## config.mk

```make
export PLATFORM = sky130hd
export DESIGN_NAME = fuzzifier_flat
export DESIGN_NICKNAME = d
export VERILOG_FILES = /design/src/rtl/fuzzy_pkg.sv /design/src/rtl/fuzzifier_if.sv /design/src/rtl/tri_mf.sv /design/src/rtl/fuzzifier.sv /design/src/flat_wrapper.sv
export SDC_FILE = /design/constraint.sdc
export NUM_CORES = 1
export LEC_CHECK = 0
export ABC_CLOCK_PERIOD_IN_PS = 6000
export BUFFER_PORTS_ARGS = -buffer_cell sky130_fd_sc_hd__clkbuf_2
export CORE_UTILIZATION = 53
export DETAILED_ROUTE_END_ITERATION = 10
export PLACE_DENSITY = 0.82
export REMOVE_ABC_BUFFERS = 1
export SYNTH_ARGS = -nofsm -noshare
export SYNTH_HDL_FRONTEND = slang
export SYNTH_SLANG_ARGS = --single-unit
```

## constraint.sdc

```tcl
create_clock -name clk -period 6 [get_ports clk]
set_input_delay 0.9 -clock clk [delete_from_list [all_inputs] [get_ports clk]]
set_output_delay 0.9 -clock clk [all_outputs]
set_load 0.01 [all_outputs]
```

## src/rtl/fuzzy_pkg.sv

```systemverilog
// Shared types for the fuzzy controller: Q1.15 value type, unity constant and the
// fuzzifier sequencing states.
package fuzzy_pkg;

  typedef logic [15:0] q15_t;

  localparam q15_t Q15_ONE = 16'h8000;

  typedef enum logic [1:0] {
    IDLE   = 2'd0,
    T_EVAL = 2'd1,
    D_EVAL = 2'd2,
    OUT    = 2'd3
  } fsm_state_t;

  // Slope of a ramp that reaches 1.0 at |x| == span (span is a power of two).
  function automatic q15_t recip(input int span);
    return q15_t'(32768 / span);
  endfunction

endpackage

```

## src/rtl/fuzzifier_if.sv

```systemverilog
// Sample-in / membership-out bus of the fuzzifier.
interface fuzzifier_if #(
  parameter int W_IN = 8
);
  import fuzzy_pkg::*;

  // Both directions use strict valid/ready: a transfer happens on a rising edge where
  // valid && ready; the producer keeps valid and its payload stable until that edge,
  // and the consumer may drive ready independently of valid.
  logic                   in_valid;
  logic                   in_ready;
  logic signed [W_IN-1:0] T_in;

  logic                   out_valid;
  logic                   out_ready;
  q15_t                   muT_neg;
  q15_t                   muT_zero;
  q15_t                   muT_pos;
  q15_t                   muD_neg;
  q15_t                   muD_zero;
  q15_t                   muD_pos;

  modport master (
    output in_valid, T_in, out_ready,
    input  in_ready, out_valid,
    input  muT_neg, muT_zero, muT_pos, muD_neg, muD_zero, muD_pos
  );

  modport slave (
    input  in_valid, T_in, out_ready,
    output in_ready, out_valid,
    output muT_neg, muT_zero, muT_pos, muD_neg, muD_zero, muD_pos
  );

endinterface

```

## src/rtl/tri_mf.sv

```systemverilog
// Combinational neg/zero/pos membership evaluator for one signed crisp value.
module tri_mf
  import fuzzy_pkg::*;
#(
  parameter int W_X = 9
) (
  input  logic signed [W_X-1:0] x,
  input  q15_t                  recip_s,
  input  q15_t                  recip_z,
  output q15_t                  neg,
  output q15_t                  zero,
  output q15_t                  pos
);

  localparam int W_P = W_X + 16;

  logic [W_X-1:0] mag;
  logic [W_P-1:0] prod_s;
  logic [W_P-1:0] prod_z;
  q15_t           ramp_s;
  q15_t           ramp_z;

  function automatic q15_t sat(input logic [W_P-1:0] v);
    return (v > W_P'(Q15_ONE)) ? Q15_ONE : v[15:0];
  endfunction

  // Magnitude is taken one bit wider than the input range, so the most negative value is exact.
  always_comb begin
    mag    = x[W_X-1] ? $unsigned(-x) : $unsigned(x);
    prod_s = W_P'(mag) * W_P'(recip_s);
    prod_z = W_P'(mag) * W_P'(recip_z);
    ramp_s = sat(prod_s);
    ramp_z = sat(prod_z);
  end

  assign pos  = x[W_X-1] ? '0 : ramp_s;
  assign neg  = x[W_X-1] ? ramp_s : '0;
  assign zero = Q15_ONE - ramp_z;

endmodule

```

## src/rtl/fuzzifier.sv

```systemverilog
// Crisp error stream to six Q1.15 memberships (T and its per-sample difference D).
// Optional macro FUZZ_DFILT_EN adds a two-tap averaging filter on D.
module fuzzifier
  import fuzzy_pkg::*;
#(
  parameter int W_IN      = 8,
  parameter int T_ZERO_HW = 16,
  parameter int T_SAT     = 32,
  parameter int D_ZERO_HW = 8,
  parameter int D_SAT     = 16
) (
  input  logic        clk,
  input  logic        rst,
  fuzzifier_if.slave  bus,
  output fsm_state_t  state_dbg
);

  localparam int   W_X  = W_IN + 1;
  localparam q15_t T_RS = recip(T_SAT);
  localparam q15_t T_RZ = recip(T_ZERO_HW);
  localparam q15_t D_RS = recip(D_SAT);
  localparam q15_t D_RZ = recip(D_ZERO_HW);

  fsm_state_t state;
  fsm_state_t state_next;

  logic signed [W_IN-1:0] t_reg;
  logic signed [W_IN-1:0] t_prev;
  logic                   first;
  logic signed [W_X-1:0]  d_reg;

  logic signed [W_X-1:0]  t_ext;
  logic signed [W_X-1:0]  prev_ext;
  logic signed [W_X-1:0]  d_raw;
  logic signed [W_X-1:0]  d_eff;

  logic signed [W_X-1:0]  mf_x;
  q15_t                   mf_rs;
  q15_t                   mf_rz;
  q15_t                   mf_neg;
  q15_t                   mf_zero;
  q15_t                   mf_pos;

  q15_t mu_t_neg, mu_t_zero, mu_t_pos;
  q15_t mu_d_neg, mu_d_zero, mu_d_pos;

  // ---------------------------------------------------------------- sequencing
  always_ff @(posedge clk) begin
    if (rst) state <= IDLE;
    else     state <= state_next;
  end

  always_comb begin
    state_next = state;
    case (state)
      IDLE:    if (bus.in_valid) state_next = T_EVAL;
      T_EVAL:  state_next = D_EVAL;
      D_EVAL:  state_next = OUT;
      OUT:     if (bus.out_ready) state_next = IDLE;
      default: state_next = IDLE;
    endcase
  end

  assign bus.in_ready  = (state == IDLE);
  assign bus.out_valid = (state == OUT);
  assign state_dbg     = state;

  // ---------------------------------------------------------------- derivative
  always_comb begin
    t_ext    = {t_reg[W_IN-1], t_reg};
    prev_ext = {t_prev[W_IN-1], t_prev};
    d_raw    = first ? '0 : (t_ext - prev_ext);
  end

`ifdef FUZZ_DFILT_EN
  logic signed [W_X-1:0] d_f_prev;
  logic signed [W_X:0]   d_sum;

  // Averaging one bit wider, then dropping the LSB, is the arithmetic shift by one.
  always_comb begin
    d_sum = {d_raw[W_X-1], d_raw} + {d_f_prev[W_X-1], d_f_prev};
    d_eff = d_sum[W_X:1];
  end

  always_ff @(posedge clk) begin
    if (rst)                   d_f_prev <= '0;
    else if (state == D_EVAL)  d_f_prev <= d_reg;
  end
`else
  assign d_eff = d_raw;
`endif

  // ---------------------------------------------------------------- shared evaluator
  always_comb begin
    if (state == D_EVAL) begin
      mf_x  = d_reg;
      mf_rs = D_RS;
      mf_rz = D_RZ;
    end else begin
      mf_x  = t_ext;
      mf_rs = T_RS;
      mf_rz = T_RZ;
    end
  end

  tri_mf #(
    .W_X (W_X)
  ) u_mf (
    .x       (mf_x),
    .recip_s (mf_rs),
    .recip_z (mf_rz),
    .neg     (mf_neg),
    .zero    (mf_zero),
    .pos     (mf_pos)
  );

  // ---------------------------------------------------------------- datapath registers
  always_ff @(posedge clk) begin
    if (rst) begin
      t_reg     <= '0;
      t_prev    <= '0;
      first     <= 1'b1;
      d_reg     <= '0;
      mu_t_neg  <= '0;
      mu_t_zero <= '0;
      mu_t_pos  <= '0;
      mu_d_neg  <= '0;
      mu_d_zero <= '0;
      mu_d_pos  <= '0;
    end else begin
      case (state)
        IDLE: begin
          if (bus.in_valid) t_reg <= bus.T_in;
        end
        T_EVAL: begin
          mu_t_neg  <= mf_neg;
          mu_t_zero <= mf_zero;
          mu_t_pos  <= mf_pos;
          d_reg     <= d_eff;
        end
        D_EVAL: begin
          mu_d_neg  <= mf_neg;
          mu_d_zero <= mf_zero;
          mu_d_pos  <= mf_pos;
          t_prev    <= t_reg;
          first     <= 1'b0;
        end
        default: ;
      endcase
    end
  end

  assign bus.muT_neg  = mu_t_neg;
  assign bus.muT_zero = mu_t_zero;
  assign bus.muT_pos  = mu_t_pos;
  assign bus.muD_neg  = mu_d_neg;
  assign bus.muD_zero = mu_d_zero;
  assign bus.muD_pos  = mu_d_pos;

endmodule

```

## src/flat_wrapper.sv

```systemverilog
// flat-port wrapper written by rule: the top's interface ports become plain ports
module fuzzifier_flat import fuzzy_pkg::*;
#(
  parameter int W_IN      = 8,
  parameter int T_ZERO_HW = 16,
  parameter int T_SAT     = 32,
  parameter int D_ZERO_HW = 8,
  parameter int D_SAT     = 16
)
  (clk, rst, state_dbg, bus_in_valid, bus_T_in, bus_out_ready, bus_in_ready, bus_out_valid, bus_muT_neg, bus_muT_zero, bus_muT_pos, bus_muD_neg, bus_muD_zero, bus_muD_pos);
  fuzzifier_if #(.W_IN(W_IN)) bus_i ();
  input  logic clk;
  input  logic rst;
  output fsm_state_t state_dbg;
  input wire logic [$bits(bus_i.in_valid)-1:0] bus_in_valid;
  input wire logic [$bits(bus_i.T_in)-1:0] bus_T_in;
  input wire logic [$bits(bus_i.out_ready)-1:0] bus_out_ready;
  output wire logic [$bits(bus_i.in_ready)-1:0] bus_in_ready;
  output wire logic [$bits(bus_i.out_valid)-1:0] bus_out_valid;
  output wire logic [$bits(bus_i.muT_neg)-1:0] bus_muT_neg;
  output wire logic [$bits(bus_i.muT_zero)-1:0] bus_muT_zero;
  output wire logic [$bits(bus_i.muT_pos)-1:0] bus_muT_pos;
  output wire logic [$bits(bus_i.muD_neg)-1:0] bus_muD_neg;
  output wire logic [$bits(bus_i.muD_zero)-1:0] bus_muD_zero;
  output wire logic [$bits(bus_i.muD_pos)-1:0] bus_muD_pos;
  assign bus_i.in_valid = bus_in_valid;
  assign bus_i.T_in = bus_T_in;
  assign bus_i.out_ready = bus_out_ready;
  assign bus_in_ready = bus_i.in_ready;
  assign bus_out_valid = bus_i.out_valid;
  assign bus_muT_neg = bus_i.muT_neg;
  assign bus_muT_zero = bus_i.muT_zero;
  assign bus_muT_pos = bus_i.muT_pos;
  assign bus_muD_neg = bus_i.muD_neg;
  assign bus_muD_zero = bus_i.muD_zero;
  assign bus_muD_pos = bus_i.muD_pos;
  fuzzifier #(.W_IN(W_IN), .T_ZERO_HW(T_ZERO_HW), .T_SAT(T_SAT), .D_ZERO_HW(D_ZERO_HW), .D_SAT(D_SAT)) u_core (.clk(clk), .rst(rst), .bus(bus_i), .state_dbg(state_dbg));
endmodule
```

# Yosys cells after proc, flatten, opt, wreduce, memory -nomap -nowiden
# Index checks and enable logic that the tools add are counted.
word_totals:
  regBits: 124
  output_inout_bits: 100
  elab_cells: 38
  inputBits: 12
op_classes:
  reduce_logical: 3
  magnitude_cmp: 2
  n_mul: 2
  n_eq_ne: 5
  addsub: 3
  muxes: 12
ops:
  columns: ["operator", "n"]
  rows:
  - ["16-bit two-way mux", 4]
  - ["25-bit by 16-bit greater-than comparator with 1-bit output, second input constant", 2]
  - ["9-bit by 16-bit multiplier with 25-bit output", 2]
  - ["9-bit two-way mux", 3]
  - ["16-bit subtractor, first input constant", 1]
  - ["13-bit two-way mux", 1]
  - ["12-bit two-way mux", 1]
  - ["9-bit negator", 1]
  - ["8-bit by 8-bit subtractor with 9-bit output", 1]
  - ["2-bit case mux with 4 select lines", 1]
  - ["2-bit == test, second input constant", 2]
  - ["2-bit two-way mux", 2]
  - ["2-bit != test, second input constant", 2]
  - ["2-bit AND reduction", 2]
  - ["2-bit by 1-bit == test with 1-bit output, second input constant", 1]
  - ["2-bit zero test", 1]

# Depth between registers and ports, before layout
# Gate-level depths: netlist (run 1).
depth:
  ltp_word: 8
  mapped_depth: 29
  ltp_nobuf: 26

# Modules after synthesis
# Synthesis (run 1) repeated with hierarchy kept, for this count alone.
hier_totals:
  cells_unflattened: 1757
  hier_area_um2: 15247.1
modules_own_cells:
  columns: ["module", "cells_each", "seq_area_each_um2", "area_each_um2", "n_inst"]
  rows:
  - ["tri_mf", 1269, 0.0, 10391.2, 1]
  - ["fuzzifier", 488, 2482.4, 4855.9, 1]

# Worst setup path after synthesis (run 1)
# No wires, ideal clock.
synth_path:
  path_kind: "reg2reg"
  start: "reg u_core.state[0], in the netlist u_core.state_dbg[0]"
  end: "reg u_core.mu_d_zero[15], in the netlist u_core.bus.muD_zero[15]"
  synth_period_minus_slack_ps: 4975
  arrival_time_ps: 4856
  n_path_buf: 3
  required_ps: 5880
  stages_incl_launch_ff: 28
  setup_ps: 120
  slack_ps: 1025
  cell_sequence: "dfxtp_1 -> inv_1 -> ha_1 -> buf_6 -> buf_6 -> nor2_1 -> a21oi_1 -> ha_1 -> nor2b_1 -> xnor2_1 -> nor2_1 -> ha_1 -> ha_1 -> fa_1 -> inv_1 -> fa_1 -> nand2b_1 -> xnor2_1 -> nand2_1 -> nand4b_1 -> a32oi_1 -> and4_4 -> buf_12 -> and2_2 -> nand2_1 -> ha_1 -> and4_2 -> o31a_1"
synth_between:
  elab_chain_cells: 8
  word_cells_on_any_way: 9
  classes_between: "2 x add/sub; 1 x mul; 1 x order compare; 1 x eq/ne; 4 x mux"
synth_lines:
  columns: ["element", "line", "text"]
  rows:
  - ["start: declaration", "fuzzifier.sv:24", "fsm_state_t state;"]
  - ["start signal: assignment", "fuzzifier.sv:50", "else state <= state_next;"]
  - ["2-bit == test (*)", "fuzzifier.sv:95, fuzzifier.sv:131", null]
  - ["9-bit two-way mux", "fuzzifier.sv:95", "if (state == D_EVAL) begin"]
  - ["9-bit negator", "tri_mf.sv:29", "mag = x[W_X-1] ? $unsigned(-x) : $unsigned(x);"]
  - ["9-bit two-way mux", "tri_mf.sv:29", null]
  - ["9-bit by 16-bit multiplier with 25-bit output", "tri_mf.sv:31", "prod_z = W_P'(mag) * W_P'(recip_z);"]
  - ["25-bit by 16-bit greater-than comparator with 1-bit output", "tri_mf.sv:24", "return (v > W_P'(Q15_ONE)) ? Q15_ONE : v[15:0];"]
  - ["16-bit two-way mux", "tri_mf.sv:24", null]
  - ["16-bit subtractor", "tri_mf.sv:38", "assign zero = Q15_ONE - ramp_z;"]
  - ["end signal: assignment", "fuzzifier.sv:143", "mu_d_zero <= mf_zero;"]
  - ["end: declaration", "fuzzifier.sv:45", "q15_t mu_d_neg, mu_d_zero, mu_d_pos;"]
# Every way passes the cells marked *; elsewhere a longest branch is shown, timed or not.
# A chain may end at the register's enable or synchronous reset.

# Worst setup path in the final report (run 1)
# Same ends and word-level chain as after synthesis.

==> results.py, run 1 <==
metrics = {
    "outcome": {
        "outcome": "complete, no violations",
    },
    "final_layout": {
        "area_growth_pct": 4.15,
        "layout.nets": 587,
        "diodes": 0,
        "final_core_util_pct": 58.1,
        "drive_above_1_share_pct": 14.9,
        "final_common_cell": "conb_1",
        "largest_reg_flops": 9,
        "fin_cells": 651,
        "final_cell_mix": "conb_1 (68), dfxtp_1 (62), nand2_1 (50), clkbuf_2 (49), nor2_1 (47)",
    },
    "hold_path": {
        "hold_end": "u_core.bus.muD_neg[14]",
        "min_path_type": "reg2reg",
        "hp-start": "u_core.bus.muD_neg[14]",
        "whs_path_depth": 2,
    },
    "global_routing": {
        "antenna_found_initial": 0,
        "grt_max_degree": 65,
        "grt_pass1_vias": 3037,
        "grt_pass1_wl_um": 13500,
        "overflow": 0,
        "grt_usage_pct": 20.4,
    },
    "clocking": {
        "post_cts_resized": 0,
        "cts_sinks": 62,
        "path_clk_slew_ns": 0.07,
        "cts_tree": "yes",
        "clock_latency_ns": 0.35,
        "htreeDepth": 3,
        "cts_made_buffers": 9,
        "cts_buffer_depth": 2,
        "clock-root-buffer": "clkbuf_8",
        "cts-hold-fix-buffers": 0,
        "postCtsSetupBuffers": 0,
    },
    "critical_path": {
        "slowest_delay_ns": 0.44,
        "cp.depth": 24,
        "cp-startpoint": "u_core.state_dbg[0]",
        "cp-start-kind": "flip-flop",
        "critPathArrivalTime_ns": 5.53,
        "timing.reg2reg.setup_slack_ns": 0.70,
        "reg2reg_to": "u_core.bus.muD_zero[15]",
        "critPathBufInv": 2,
        "crit_path_frequent_cell": "ha_1",
        "crit_path_cell_trace": "inv_1 -> ha_1 -> nor2_1 -> a21oi_1 -> ha_1 -> nor2b_1 -> xnor2_1 -> nor2_1 -> ha_1 -> ha_1 -> fa_1 -> inv_1 -> fa_1 -> nand2b_1 -> xnor2_1 -> nand2_1 -> nand4b_1 -> a32oi_1 -> and4_4 -> and2_2 -> nand2_1 -> ha_1 -> and4_2 -> o31a_1",
        "crit_required_ns": 6.24,
        "crit_path_end_kind": "flip-flop",
        "cpMaxStageDelayCell": "and4_4",
        "worstPathMaxFanout": 32,
        "r2r_start": "u_core.state_dbg[0]",
        "cp_top_family": "adder cells",
        "crit_type": "reg2reg",
        "ff2ff_path_depth": 24,
    },
    "synthesis": {
        "ys_ff_latch": 62,
        "seq_area_frac_synth_pct": 30.0,
        "synth_cell_types": 62,
        "syn-cell-area_um2": 4130,
        "synth_warnings": 0,
        "avgSynthCellArea_um2": 8.11,
        "synthArstFlopShare_pct": 0,
        "synth_enable_flop_cells": 0,
        "synth_flop_cell": "dfxtp_1",
        "syn_inst": 510,
    },
    "die": {
        "core_area_um2": 7410,
        "row_count": 31,
        "start_util_pct": 55.8,
        "fp.dieW_um": 90.3,
        "dieArea_um2": 8160,
        "fp.dieH_um": 90.3,
        "io_pins": 112,
    },
    "sta": {
        "slew_viol_final": 0,
        "rsz0062_at_grt": "false",
        "worst_slack_ns": 0.704,
        "setup_viol": 0,
        "period_minus_slack_ns": 5.30,
        "maxSlewHeadroom_pct": 45.5,
        "fin_setup_tns_ns": 0,
        "worst_pin_slew_ns": 0.817,
        "hold_viol_final": 0,
        "max_freq_mhz": 189,
        "worst_clock_skew_ns": 0.00826,
        "final.period_utilization_pct": 88.3,
    },
    "drt": {
        "routed_wirelength_um": 8050,
        "dr_total_vias": 3413,
        "dr.pass1.iters": 4,
        "via_per_inst": 5.24,
        "drc_errors": 0,
        "drt_iter0_drc": 289,
        "ant_nets": 0,
        "wl_per_cell_um": 12.4,
    },
    "placement": {
        "gp_congestion": 0.882,
        "port_buffers": 49,
        "place_ws_ns": 0.751,
        "dp_hpwl_um": 5920,
        "dp.cells": 636,
    },
    "pwr": {
        "p_comb_share_pct": 47.3,
        "p_leak_nw": 1.83,
        "p_seq_share_pct": 31.4,
        "p_int_w": 0.000907,
        "swShare_pct": 42.7,
        "power.switching_w": 0.000676,
        "peakVddDrop_uv": 362,
        "p_per_area_nw_per_um2": 368,
        "clockPowerShare_pct": 21.3,
    },
    "job": {
        "max-cap-violations": 0,
    },
}
-- worst max-delay path by stage --
stage	end	slack, ns
3_5_place_dp	u_core.bus.muD_zero[15]	0.75
4_1_cts	u_core.bus.muD_zero[15]	0.73
2_1_floorplan	u_core.bus.muT_zero[15]	0.61
3_3_place_gp	u_core.bus.muT_zero[15]	0.87
5_1_grt	u_core.bus.muD_zero[13]	0.29
6_report	u_core.bus.muD_zero[15]	0.70
-- power groups by stage --
| stage | Sequential, W | Combinational [W] | Clock (W) |
|---|---|---|---|
| 2_1_floorplan | 0.000504 | 0.000555 | 0 |
| 3_3_place_gp | 0.000502 | 0.000716 | 0 |
| 3_5_place_dp | 0.000506 | 0.000737 | 0 |
| 4_1_cts | 0.000497 | 0.000742 | 0.000341 |
| 5_1_grt | 0.000504 | 0.000829 | 0.000357 |
| 6_report | 0.000497 | 0.000748 | 0.000337 |
-- worst reg2reg max path, stage by stage (launching register included) --
cell and delay (ns):
dfxtp_1 0.41, inv_1 0.09, ha_1 0.22, nor2_1 0.39, a21oi_1 0.10, ha_1 0.28
nor2b_1 0.15, xnor2_1 0.13, nor2_1 0.06, ha_1 0.30, ha_1 0.21, fa_1 0.41
inv_1 0.09, fa_1 0.21, nand2b_1 0.08, xnor2_1 0.14, nand2_1 0.06, nand4b_1 0.16
a32oi_1 0.16, and4_4 0.44, and2_2 0.22, nand2_1 0.06, ha_1 0.31, and4_2 0.26
o31a_1 0.25
-- stage by stage --
stage / hold WS, ns / total power (W) / cell area (um2)
floorplan: 0.431 / 0.00106 / 3720
global placement: 0.443 / 0.00122 / 4120
detailed placement: 0.450 / 0.00124 / 4120
CTS: 0.466 / 0.00158 / 4310
global route: 0.485 / 0.00169 / 4310
finish: 0.459 / 0.00158 / 4310
-- cells in the mapped netlist, types with 3 or more instances --
cell	count	area, um2
or3_1	4	25.0
and2_1	3	18.8
a21o_1	6	45.0
buf_2	7	35.0
inv_1	22	82.6
nand2_1	50	188
buf_4	62	465
nor2b_1	8	50.1
mux2i_1	15	150
o21ai_0	10	50.1
ha_1	24	300
nand2b_1	4	25.0
nand3_1	19	95.1
a22oi_1	8	60.1
buf_6	3	33.8
clkbuf_1	16	60.1
nand4_1	13	81.3
xor2_1	10	87.6
fa_1	3	60.1
buf_12	3	60.1
xnor2_1	9	78.8
nor3_1	10	50.1
dfxtp_1	62	1240
a21oi_1	45	225
nor2_1	47	176
-- kinds of logic after synthesis --
group	share of synthesized area, %
adders and majority gates	8.72
muxes	3.90
other	0.0907
buffers and inverters	18.1
xor gates and xnor gates	4.03
and+or+nand+nor	21.9
AOI/OAI and AO/OA	13.2
DFF	30.0
-- layout make-up --
type / instances / area [um2]
Clock buffer: 11 / 151
Tap cell: 99 / 124
Sequential cell: 62 / 1240
Clock inverter: 4 / 31.3
Timing Repair Buffer: 53 / 275
Multi-Input combinational cell: 399 / 2400
Fill cell: 680 / 3100
Inverter: 23 / 86.3
-- routing by layer --
layer | track usage [%] | part of all wire (%)
met4 | 6.59 | 2.0
met1 | 24.7 | 44
met2 | 35.2 | 48
met5 | 0 | 0
met3 | 5.13 | 5.7
Note: power is estimated with default switching activity, not from simulation.
==> run 2: changes to the inputs <==
--- a/config.mk
+++ b/config.mk
@@ -5,10 +5,13 @@
 export SDC_FILE = /design/constraint.sdc
 export NUM_CORES = 1
 export LEC_CHECK = 0
+export ABC_AREA = 1
 export ABC_CLOCK_PERIOD_IN_PS = 6000
 export BUFFER_PORTS_ARGS = -buffer_cell sky130_fd_sc_hd__clkbuf_2
 export CORE_UTILIZATION = 53
+export CTS_CLUSTER_DIAMETER = 40
 export DETAILED_ROUTE_END_ITERATION = 10
+export MAX_ROUTING_LAYER = met4
 export PLACE_DENSITY = 0.82
 export REMOVE_ABC_BUFFERS = 1
 export SYNTH_ARGS = -nofsm -noshare
==> run 2 against run 1 <==
Sequential share of layout area decreased by 0.73 points; global-route usage increased by 3.0 points; fmax increased by 1.4%; largest power group unchanged; sequential cell count unchanged; core utilization increased by 1.8 points; via count increased by 6.7%; highest routed layer unchanged.
==> results.py, run 2 <==
metrics = {
    "sta": {
        "worst_pin_slew_ns": 0.995,
        "slew_viol_final": 0,
        "fin_setup_tns_ns": 0,
        "period_minus_slack_ns": 5.22,
        "final.period_utilization_pct": 87.0,
        "max_freq_mhz": 191,
        "hold_viol_final": 0,
        "rsz0062_at_grt": "false",
        "setup_viol": 0,
        "worst_clock_skew_ns": 0.0107,
        "maxSlewHeadroom_pct": 33.4,
        "holdWs_ns": 0.448,
    },
    "critical_path": {
        "worstPathMaxFanout": 21,
        "critPathBufInv": 6,
        "slowest_delay_ns": 0.42,
        "critPathArrivalTime_ns": 5.43,
        "ff2ff_path_depth": 28,
        "crit_required_ns": 6.21,
        "cp-start-kind": "flip-flop",
        "crit_path_frequent_cell": "ha_1",
        "crit_path_end_kind": "flip-flop",
        "cpMaxStageDelayCell": "fa_1",
        "cp_top_family": "adder cells",
        "reg2reg_to": "u_core.bus.muT_zero[13]",
        "crit_type": "reg2reg",
        "timing.reg2reg.setup_slack_ns": 0.78,
        "r2r_start": "u_core.state_dbg[0]",
    },
    "final_layout": {
        "fin_cells": 718,
        "drive_above_1_share_pct": 17.8,
        "area_growth_pct": 7.13,
        "final_common_cell": "nand2_1",
        "fill_cells": 682,
        "diodes": 0,
        "largest_reg_flops": 9,
        "layout.nets": 653,
        "final_cell_mix": "nand2_1 (92), conb_1 (68), dfxtp_1 (62), nor2_1 (61), inv_1 (56)",
    },
    "synthesis": {
        "avgSynthCellArea_um2": 7.27,
        "synthArstFlopShare_pct": 0,
        "synth_cell_types": 46,
        "synth_enable_flop_cells": 0,
        "synth.area.top_cells": "dfxtp_1 (30%), buf_4 (11%), nand2_1 (8.4%)",
        "syn_inst": 567,
        "syn-cell-area_um2": 4120,
        "synth.most_common_cell": "nand2_1",
        "ys_ff_latch": 62,
        "seq_area_frac_synth_pct": 30.1,
        "synth_flop_cell": "dfxtp_1",
        "synth_warnings": 0,
        "yosysTopAreaCell": "dfxtp_1",
        "synth_common_cells": "nand2_1 (92), buf_4 (62), dfxtp_1 (62)",
        "yosysTopAreaCellShare_pct": 30.1,
    },
    "clocking": {
        "postCtsSetupBuffers": 0,
        "post_cts_resized": 0,
        "cts_tree": "yes",
        "clock_latency_ns": 0.35,
        "cts_buffer_depth": 2,
        "htreeDepth": 3,
        "cts-hold-fix-buffers": 0,
        "path_clk_slew_ns": 0.08,
        "cts_sinks": 62,
        "cts_made_buffers": 9,
        "clock-root-buffer": "clkbuf_8",
    },
    "hold_path": {
        "whs_path_depth": 2,
        "min_path_type": "reg2reg",
        "hp-start": "u_core.bus.muD_zero[11]",
        "hold_end": "u_core.bus.muD_zero[11]",
    },
    "drt": {
        "drt_iter0_drc": 169,
        "drc_errors": 0,
        "dr_total_vias": 3642,
        "wl_per_cell_um": 12.6,
        "ant_nets": 0,
        "routed_wirelength_um": 9050,
        "via_per_inst": 5.07,
        "dr.pass1.iters": 5,
    },
    "global_routing": {
        "grt_max_degree": 33,
        "grt_pass1_wl_um": 15000,
        "grt_usage_pct": 23.4,
        "antenna_found_initial": 0,
        "overflow": 0,
        "grt_pass1_vias": 3406,
    },
    "pwr": {
        "p_leak_nw": 2.18,
        "p_per_area_nw_per_um2": 505,
        "peakVddDrop_uv": 323,
    },
    "die": {
        "fp.dieH_um": 90.2,
        "start_util_pct": 56.0,
        "dieArea_um2": 8140,
        "row_count": 31,
        "fp.dieW_um": 90.2,
        "core_area_um2": 7370,
        "io_pins": 112,
    },
    "placement": {
        "gp_congestion": 0.903,
        "dp_hpwl_um": 6750,
        "dp.cells": 702,
        "port_buffers": 49,
    },
    "job": {
        "max-cap-violations": 0,
    },
    "outcome": {
        "outcome": "complete, no violations",
    },
}
[run 2: cell count changes after synthesis, sizes merged, moves of 9 or more]
cell,before,now
o21ai,10,50
nor2,47,65
nand3,19,35
inv,23,61
nand2,50,108
nand4,14,5
mux2i,15,1
[run 2: tightest hold or removal path: stages (launching register included)]
cell	delay, ns
dfxtp_1	0.32
nand2_1	0.06
nor2_1	0.03
[run 2: power by group]
group	internal [W]	leakage [nW]	switching [W]
Combinational	0.000396	1.56	0.000861
Sequential	0.000497	0.505	0.0000543
Clock	0.000240	0.112	0.000184
[run 2: logic make-up (layout without fill, tap and decap cells)]
family                   after synthesis  after routing  share of synthesized area (%)
adder cells (fa/ha/maj)               27             27                           8.74
buffers and inverters                143            128                           19.4
other                                  1             68                         0.0909
AND/OR/NAND/NOR                      218            218                           25.4
XOR/XNOR                               5              5                           1.06
flip-flops                            62             62                           30.1
multiplexers                           1              1                          0.243
AO/OA/AOI/OAI                        110            110                           15.0
[run 2: layout make-up]
| type | instances | area, um2 | area share [%] |
|---|---|---|---|
| clock inverter | 7 | 105 | 2.38 |
| tap | 99 | 124 | 2.80 |
| multi-input combinational | 429 | 2340 | 52.9 |
| sequential | 62 | 1240 | 28.1 |
| timing repair buffer | 50 | 253 | 5.72 |
| clock buffer | 9 | 124 | 2.80 |
| inverter | 62 | 235 | 5.32 |
[run 2: metal layers]
metal	share of wire, %	routed length (um)	up-vias	global-route usage [%]
met1	43	3900	1682	26.5
met3	5.3	480	13	4.40
li1	-	-	1800	-
met2	50	4500	147	40.1
met5	0	0	-	-
met4	1.8	163	0	10.3
[run 2: how the worst max path moves through the flow]
| stage | from | slack (ns) | to | depth (start not counted) |
|---|---|---|---|---|
| global route | u_core.state_dbg[0] | 0.32 | u_core.bus.muT_zero[13] | 28 |
| global placement | u_core.state_dbg[0] | 1.16 | u_core.bus.muT_pos[15] | 28 |
| floorplan | u_core.state_dbg[0] | 1.27 | u_core.bus.muT_zero[13] | 27 |
| CTS | u_core.state_dbg[0] | 0.83 | u_core.bus.muT_zero[13] | 28 |
| finish | u_core.state_dbg[0] | 0.78 | u_core.bus.muT_zero[13] | 28 |
| detailed placement | u_core.state_dbg[0] | 0.84 | u_core.bus.muT_pos[15] | 28 |
[run 2: stage by stage]
| step | total power (W) | worst slack [ns] | cell area [um2] | util (%) |
|---|---|---|---|---|
| global placement | 0.00173 | 1.16 | 4190 | 56.8 |
| floorplan | 0.00148 | 1.27 | 3810 | - |
| global route | 0.00242 | 0.318 | 4420 | 59.9 |
| finish | 0.00223 | 0.778 | 4420 | 59.9 |
| detailed placement | 0.00178 | 0.845 | 4190 | 56.8 |
| CTS | 0.00221 | 0.829 | 4420 | 59.9 |
